**src/rtl/monitor_pkg.sv**
```systemverilog
// Shared opcodes, header layout and state encoding for the serial monitor sequencer.
package monitor_pkg;

  localparam logic [7:0] CMD_LOAD = 8'h01;
  localparam logic [7:0] CMD_DUMP = 8'h02;

  localparam int unsigned HDR_LEN    = 5;
  localparam int unsigned ADDR_BYTES = 3;

  typedef enum logic [3:0] {
    ST_IDLE      = 4'd0,
    ST_HDR       = 4'd1,
    ST_LOAD      = 4'd2,
    ST_DUMP_RD   = 4'd3,
    ST_DUMP_WAIT = 4'd4,
    ST_DUMP_TX   = 4'd5,
    ST_DUMP_GAP  = 4'd6,
    ST_ACK       = 4'd7,
    ST_NAK       = 4'd8,
    ST_GAP       = 4'd9
  } state_t;

endpackage

```
**src/rtl/monitor_ctrl_tx_sender.sv**
```systemverilog
// UART transmit handshake: wait for idle, register a one-cycle start pulse, then hold off
// for the transmitter's busy flag to rise.
module tx_sender (
  input  logic       clk,
  input  logic       rst,
  input  logic       req,
  input  logic [7:0] data,
  input  logic       is_transmitting,
  output logic       fire,
  output logic [7:0] tx_byte,
  output logic       transmit
);

  logic guard;

  // Blocked during the pulse cycle and the one after it, while the busy flag catches up.
  assign fire = req && !is_transmitting && !transmit && !guard;

  always_ff @(posedge clk) begin
    if (rst) begin
      transmit <= 1'b0;
      guard    <= 1'b0;
      tx_byte  <= '0;
    end else begin
      transmit <= fire;
      guard    <= transmit;
      if (fire) tx_byte <= data;
    end
  end

endmodule

```
**src/rtl/monitor_ctrl.sv**
```systemverilog
// Serial monitor command sequencer: parses load/dump frames from the receive FIFO and
// drives the block-RAM ports and the UART transmit handshake.
module monitor_ctrl
  import monitor_pkg::*;
#(
  parameter int unsigned ADDR_WIDTH = 13,
  parameter logic [7:0]  ACK_BYTE   = 8'h06,
  parameter logic [7:0]  NAK_BYTE   = 8'h15
) (
  input  logic                  clk,
  input  logic                  rst,
  input  logic                  fifo_empty,
  input  logic [7:0]            fifo_data,
  output logic                  fifo_read,
  output logic                  mem_we,
  output logic [ADDR_WIDTH-1:0] mem_waddr,
  output logic [7:0]            mem_din,
  output logic [ADDR_WIDTH-1:0] mem_raddr,
  input  logic [7:0]            mem_dout,
  output logic [7:0]            tx_byte,
  output logic                  transmit,
  input  logic                  is_transmitting,
  output logic                  busy,
  output logic                  cmd_err
);

  state_t                state, state_n;
  logic [2:0]            hdr_cnt, hdr_cnt_n;
  logic [7:0]            cmd, cmd_n;
  logic [ADDR_WIDTH-1:0] ptr, ptr_n;
  logic [15:0]           len, len_n;
  logic [15:0]           cnt, cnt_n;
  logic [7:0]            dbyte, dbyte_n;
  logic [ADDR_WIDTH-1:0] raddr_n, waddr_n;
  logic [7:0]            din_n;
  logic                  fifo_read_n, mem_we_n, cmd_err_n;
  logic                  can_pop;
  logic                  tx_req, tx_fire;
  logic [7:0]            tx_data;

  // The FIFO head is stale during the cycle its pop pulse is visible.
  assign can_pop = !fifo_empty && !fifo_read;
  assign busy    = (state != ST_IDLE);

  assign tx_req  = (state == ST_DUMP_TX) || (state == ST_ACK) || (state == ST_NAK);
  assign tx_data = (state == ST_ACK) ? ACK_BYTE :
                   (state == ST_NAK) ? NAK_BYTE : dbyte;

  tx_sender u_tx_sender (
    .clk             (clk),
    .rst             (rst),
    .req             (tx_req),
    .data            (tx_data),
    .is_transmitting (is_transmitting),
    .fire            (tx_fire),
    .tx_byte         (tx_byte),
    .transmit        (transmit)
  );

  always_comb begin
    state_n     = state;
    hdr_cnt_n   = hdr_cnt;
    cmd_n       = cmd;
    ptr_n       = ptr;
    len_n       = len;
    cnt_n       = cnt;
    dbyte_n     = dbyte;
    raddr_n     = mem_raddr;
    waddr_n     = mem_waddr;
    din_n       = mem_din;
    fifo_read_n = 1'b0;
    mem_we_n    = 1'b0;
    cmd_err_n   = 1'b0;

    case (state)
      ST_IDLE: begin
        if (can_pop) begin
          cmd_n       = fifo_data;
          fifo_read_n = 1'b1;
          hdr_cnt_n   = '0;
          state_n     = ST_HDR;
        end
      end
      ST_HDR: begin
        if (can_pop) begin
          fifo_read_n = 1'b1;
          hdr_cnt_n   = hdr_cnt + 3'd1;
          // Shifting keeps only the low ADDR_WIDTH bits of the 24-bit address.
          if (hdr_cnt < 3'(ADDR_BYTES)) ptr_n = {ptr[ADDR_WIDTH-9:0], fifo_data};
          else                          len_n = {len[7:0], fifo_data};
          if (hdr_cnt == 3'(HDR_LEN - 1)) begin
            cnt_n = '0;
            case (cmd)
              CMD_LOAD: state_n = (len_n == 16'd0) ? ST_ACK : ST_LOAD;
              CMD_DUMP: begin
                raddr_n = ptr;
                state_n = (len_n == 16'd0) ? ST_IDLE : ST_DUMP_RD;
              end
              default: begin
                cmd_err_n = 1'b1;
                state_n   = ST_NAK;
              end
            endcase
          end
        end
      end
      ST_LOAD: begin
        if (can_pop) begin
          fifo_read_n = 1'b1;
          mem_we_n    = 1'b1;
          waddr_n     = ptr;
          din_n       = fifo_data;
          ptr_n       = ptr + 1'b1;
          cnt_n       = cnt + 16'd1;
          if (cnt + 16'd1 == len) state_n = ST_ACK;
        end
      end
      ST_DUMP_RD:   state_n = ST_DUMP_WAIT;
      ST_DUMP_WAIT: begin
        dbyte_n = mem_dout;
        state_n = ST_DUMP_TX;
      end
      ST_DUMP_TX:   if (tx_fire) state_n = ST_DUMP_GAP;
      ST_DUMP_GAP: begin
        cnt_n   = cnt + 16'd1;
        raddr_n = mem_raddr + 1'b1;
        state_n = (cnt + 16'd1 == len) ? ST_IDLE : ST_DUMP_RD;
      end
      ST_ACK, ST_NAK: if (tx_fire) state_n = ST_GAP;
      ST_GAP:       state_n = ST_IDLE;
      default:      state_n = ST_IDLE;
    endcase
  end

  always_ff @(posedge clk) begin
    if (rst) begin
      state     <= ST_IDLE;
      hdr_cnt   <= '0;
      cmd       <= '0;
      ptr       <= '0;
      len       <= '0;
      cnt       <= '0;
      dbyte     <= '0;
      mem_raddr <= '0;
      mem_waddr <= '0;
      mem_din   <= '0;
      fifo_read <= 1'b0;
      mem_we    <= 1'b0;
      cmd_err   <= 1'b0;
    end else begin
      state     <= state_n;
      hdr_cnt   <= hdr_cnt_n;
      cmd       <= cmd_n;
      ptr       <= ptr_n;
      len       <= len_n;
      cnt       <= cnt_n;
      dbyte     <= dbyte_n;
      mem_raddr <= raddr_n;
      mem_waddr <= waddr_n;
      mem_din   <= din_n;
      fifo_read <= fifo_read_n;
      mem_we    <= mem_we_n;
      cmd_err   <= cmd_err_n;
    end
  end

endmodule

```
**config.mk**
```make
export PLATFORM = sky130hd
export DESIGN_NAME = monitor_ctrl
export DESIGN_NICKNAME = d
export VERILOG_FILES = /design/src/rtl/monitor_pkg.sv /design/src/rtl/monitor_ctrl_tx_sender.sv /design/src/rtl/monitor_ctrl.sv
export SDC_FILE = /design/constraint.sdc
export NUM_CORES = 1
export LEC_CHECK = 0
export ABC_AREA = 1
export CORE_MARGIN = 1.5
export CORE_UTILIZATION = 57
export CTS_CLUSTER_SIZE = 40
export DETAILED_ROUTE_END_ITERATION = 8
export PLACE_DENSITY = 0.81
export SKIP_CTS_REPAIR_TIMING = 1
export SYNTH_ARGS = -nofsm -noshare
export SYNTH_HDL_FRONTEND = slang
export SYNTH_SLANG_ARGS = --single-unit
```
**constraint.sdc**
```tcl
create_clock -name clk -period 2.55 [get_ports clk]
set_input_delay 0.51 -clock clk [delete_from_list [all_inputs] [get_ports clk]]
set_output_delay 0.51 -clock clk [all_outputs]
set_load 0.01 [all_outputs]
```
* After elaboration in Yosys (flattened, before gate mapping)
Cells that the tools add are included.
** Operators by class
- Add/subtract/negate cells :: 4
- Order comparisons :: 1
- Equality and inequality tests :: 21
- Muxes and demuxes :: 34
- Bitwise operators :: 5
- Reduce and logical (&&, ||, !) cells :: 32
** Operator list (number)
- $mux W16 :: 6
- $mux W13 :: 6
- $pmux W13 S2 :: 2
- $pmux W16 S3 :: 1
- $pmux W4 S8 :: 1
- $mux W4 :: 7
- $add A13 B1 Y13 const B :: 2
- $ne A2 B2 Y1 const B :: 9
- $add A16 B1 Y16 const B :: 1
- $eq A16 B16 Y1 :: 1
- $eq A4 B3 Y1 const B :: 4
- $logic_not A16 Y1 :: 1
- $mux W8 :: 2
- $reduce_and A4 Y1 :: 3
- $mux W3 :: 3
- $eq A4 B2 Y1 const B :: 2
- $eq A8 B1 Y1 const B :: 1
- $eq A8 B2 Y1 const B :: 1
- $pmux W4 S2 :: 1
- $reduce_or A2 Y1 :: 4
- $reduce_and A7 Y1 :: 1
- $pmux W3 S2 :: 1
- $reduce_and A2 Y1 :: 3
- $reduce_bool A2 Y1 :: 3
- 17 further kinds :: 31
** Word-level totals
- Register bits after elaboration :: 115
- Input port bits :: 20
- Output and inout port bits :: 47
- Logic and storage cells :: 113

* Longest topological paths before layout
- Depth after elaboration :: 10
- Mapped depth :: 16
- Mapped depth without buffers :: 15

* Hierarchy
From an unflattened synthesis, not the netlist that was laid out.
** Unflattened totals
- Cells, all modules :: 891
- Area, all modules :: 5980.7 sq um
** By module, submodules not included
- monitor_ctrl :: times used 1, cells an instance 830, area an instance 5539.1 sq um
- tx_sender :: times used 1, cells an instance 61, area an instance 441.7 sq um

* Worst setup path after synthesis
Ideal clock, no wire load.
- Kind :: reg2reg
- From :: register mem_raddr[0]
- To :: register mem_raddr[12]
- Setup time :: 0.128 ns
- Data arrival time :: 1.747 ns
- Setup slack :: 0.676 ns
- Stages on the path, launching flop included :: 15
- Period minus slack after synthesis :: 1.874 ns
- Path through :: dfxtp_1 -> ha_1 -> nand2_1 -> nor2_1 -> nand2_1 -> nor2_1 -> nand3_1 -> nor2_1 -> nand2_1 -> nor2_1 -> nand2_1 -> a21oi_1 -> a21oi_1 -> nor2_1 -> nor2_1
** Between the ends
- Longest elaborated chain between the ends :: 2
** RTL lines
- start, declared :: line monitor_ctrl.sv:18 : output logic [ADDR_WIDTH-1:0] mem_raddr,
- start signal, assigned :: line monitor_ctrl.sv:158 : mem_raddr <= raddr_n;
- $add A13 B1 Y13 :: line monitor_ctrl.sv:126 : raddr_n = mem_raddr + 1'b1;
- $pmux W13 S2 :: line monitor_ctrl.sv:75 : case (state)
No other way between the ends.
A chain may end at the register's enable or synchronous reset.

* Worst setup path in the final report
- From :: register state[0]
- To :: output busy
** Between the ends
- Longest elaborated chain between the ends :: 1
** RTL lines
- start, declared :: line monitor_ctrl.sv:27 : state_t state, state_n;
- start signal, assigned :: line monitor_ctrl.sv:151 : state <= state_n;
- $reduce_bool A4 Y1 :: line monitor_ctrl.sv:43 : assign busy = (state != ST_IDLE);
- end, declared :: line monitor_ctrl.sv:23 : output logic busy,
No other way between the ends.

==> impl_metrics.csv <==
group,metric,value,unit
setup_path,crit_fanout,8,
power_and_ir_drop,power_density,810,nW/µm²
timing,tightest_slew,595,ps
global_routing,gr-total-overflow,0,
setup_path,r2r_slack,310,ps
cells_and_area,drive_gt1_frac,0.0963,
cells_and_area,nFillCells,814,
die,dieArea,11100,µm²
synth,syn_area,5990,µm²
synth,ys.flop_type,"dfxtp_1",
clock_network,cts_tree,"built",
power_and_ir_drop,peakVddDrop,0.000484,V
detailed_routing,wl_per_cell,15.5,µm
synth,synth_top_area_share,0.384,
outcome,outcome,"finished, final reports clean",
synth,async_flop_share,0,
power_and_ir_drop,pwr-share-comb,0.239,
synth,synth_cell_types,45,
timing,finalCriticalPeriod,2460,ps
timing,fin_skew,6.91,ps
global_routing,grt_pass1_vias,5830,
power_and_ir_drop,p_sw_frac,0.329,
die,initial_core_util,0.583,
setup_path,crit-reg2reg-launch,"hdr_cnt[0]$_SDFFE_PP0P_",
timing,finalMaxSlewViolations,0,
die,pin_count,67,
clock_network,cts_made_buffers,17,
global_routing,grt_pass1_wl,27800,µm
placement,io_buffers,66,
placement,dpl.hpwl,11800,µm
power_and_ir_drop,pwr-share-clk,0.396,
cells_and_area,utilization,0.717,
setup_path,cpPeakStageDelay,610,ps
cells_and_area,final_nets,967,
setup_path,r2r_cells,13,
setup_path,cp.buffers_inverters,1,
timing,fmax,0.406,GHz
global_routing,grt_usage,0.313,
clock_network,insertion_delay,530,ps
global_routing,grt_max_degree,46,
setup_path,path_depth,3,
timing,post-route-period-util,0.965,
setup_path,path_cells,"nor2_1, nand2_1, clkdlybuf4s50_1",
power_and_ir_drop,internal_power,4.00,mW
clock_network,cts_htree_levels,4,
timing,relSlewSlack,0.600,
detailed_routing,drtPass1Iterations,5,
setup_path,crit_slowest_cell,"dfxtp_1",
power_and_ir_drop,netSwitchingPower,1.97,mW
timing,rsz0062_at_grt,"no",
setup_path,endpoint,"busy",
synth,synth-seq-cells,115,
detailed_routing,drtIter0Drc,423,
power_and_ir_drop,p_leak,2.83,nW
detailed_routing,vias,6150,
setup_path,path_delay_family,"flip-flops",
clock_network,cts_buffer_depth,2,
cells_and_area,num_antenna_cells,0,
setup_path,crit_type,"flop to primary output",
clock_network,cts_root_buf,"clkbuf_8",
detailed_routing,drt.antenna.violating_nets,0,
flow_run,maxCapViolations,0,
die,die_w,106,µm
synth,ys_seq_area_frac,0.384,
die,core,10300,µm²
synth,syn_nets,898,
synth,synth_edf_count,0,
detailed_routing,drt_wl_total,16900,µm
synth,yosysWarnings,0,
detailed_routing,vias_per_cell,5.64,
timing,setup-tns-final,0,ps
min_path,hold_path.class,"flop to flop",
setup_path,cp.arrival,1950,ps
setup_path,startpoint,"state[0]$_SDFFE_PP0P_",
global_routing,antenna_found_initial,0,
setup_path,required,2040,ps
clock_network,clk_pin_slew,60,ps
setup_path,r2r_end,"state[1]$_SDFFE_PP0P_",
detailed_routing,drc,0,
timing,hold_viol_final,0,
die,fp-row-count,37,
die,dieHeight,106,µm
timing,setup_viol,0,
setup_path,critPathCaptureType,"primary output",
synth,synthTopCellsByArea,"dfxtp_1, nand2_1, o21ai_0, nor2_1, a21oi_1",
synth,synthesis.instances,873,
setup_path,crit_path_start_kind,"flop",
synth,yosysTopAreaCell,"dfxtp_1",
clock_network,cts_sinks,115,
synth,syn_avg_cell_area,6.86,µm²
placement,gp_congestion,0.916,
power_and_ir_drop,seqPwrFrac,0.364,
cells_and_area,area_growth,23.0,%
[power groups by stage]
stage	clock (mW)	combinational [mW]	sequential, mW
detailed placement	0	1.39	2.20
floorplan	0	1.02	2.15
CTS	2.38	1.40	2.17
global placement	0	1.36	2.20
global route	2.48	1.57	2.20
finish	2.36	1.43	2.17
[metal layers]
layer,vias to the layer above,track usage,part of all wire
met5,-,0,0
met4,0,0.104,0.020
met3,35,0.0736,0.063
met2,220,0.524,0.48
met1,2850,0.398,0.44
li1,3045,-,-
[sequential cells by signal (all words and copies together) (netlist names)]
signal	flops
state	4
u_tx_sender.tx_byte	8
dbyte	8
len	16
mem_raddr	13
cmd	8
cnt	16
cmd_err	1
mem_waddr	13
mem_din	8
ptr	13
hdr_cnt	3
fifo_read	1
mem_we	1
u_tx_sender.transmit	1
u_tx_sender.guard	1
[worst min-delay path by stage]
stage	from	endpoint	slack, ps	depth (start not counted)
floorplan	dbyte[1]$_SDFFE_PP0P_	dbyte[1]$_SDFFE_PP0P_	420	2
global placement	dbyte[1]$_SDFFE_PP0P_	dbyte[1]$_SDFFE_PP0P_	440	2
detailed placement	dbyte[1]$_SDFFE_PP0P_	dbyte[1]$_SDFFE_PP0P_	450	2
CTS	cmd[3]$_SDFFE_PP0P_	cmd[3]$_SDFFE_PP0P_	460	2
global route	cmd[3]$_SDFFE_PP0P_	cmd[3]$_SDFFE_PP0P_	500	2
finish	cmd[3]$_SDFFE_PP0P_	cmd[3]$_SDFFE_PP0P_	460	2
[layout by cell type (no fill, tap or decap), types with 10 or more instances in the layout]
cell             count
o21ai_0            103
a21oi_1             78
buf_4               21
dfxtp_1            115
clkbuf_16           16
nand4_1             10
clkdlybuf4s50_1     66
inv_1               80
nand2_1            184
nand3_1             58
nor2_1             111
[logic make-up after synthesis]
family,count (synthesis),synth area share
xor gates and xnor gates,9,0.0155
adders and majority gates,5,0.0104
and+or+nand+nor,399,0.293
buffers and inverters,124,0.0886
DFF,115,0.384
AOI/OAI and AO/OA,221,0.208
[cells in the mapped netlist (all sizes together), types with 2 or more instances]
cell      n
nand2   191
nor2    125
dfxtp   115
o21ai   111
inv      87
a21oi    80
nand3    59
clkbuf   23
buf      14
nand4    10
nor3      9
a221oi    7
a31oi     7
ha        5
xor2      5
a311oi    4
nor4      4
a211oi    3
xnor2     3
a22oi     2
o211ai    2
[area by class of cell]
cell class / instances / area [µm²] / share of cell area
multi-input cells: 634 / 3160 / 0.429
flip-flops and latches: 115 / 2300 / 0.313
repair buffers: 87 / 818 / 0.111
clock buffers: 19 / 432 / 0.0586
inverters: 87 / 327 / 0.0443
well taps: 136 / 170 / 0.0231
clock inverters: 13 / 160 / 0.0217
[stage by stage]
step / power (mW) / worst slack (ps) / std cells / hold WS (ps) / cell area, µm²
2_1_floorplan: 3.17 / 676 / 873 / 420 / 5990
3_3_place_gp: 3.56 / 300 / 1059 / 440 / 6770
3_5_place_dp: 3.59 / 171 / 1059 / 446 / 6770
4_1_cts: 5.95 / 111 / 1091 / 459 / 7370
5_1_grt: 6.25 / 26.3 / 1091 / 495 / 7370
6_report: 5.97 / 89.5 / 1091 / 456 / 7370
[worst register-to-register path: cells and delay by family (launching register included)]
family | cells | cell delay (ps)
and+or+nand+nor | 10 | 1300
DFF | 1 | 420
AOI/OAI and AO/OA | 3 | 370
Power figures use the tool's default switching activity.
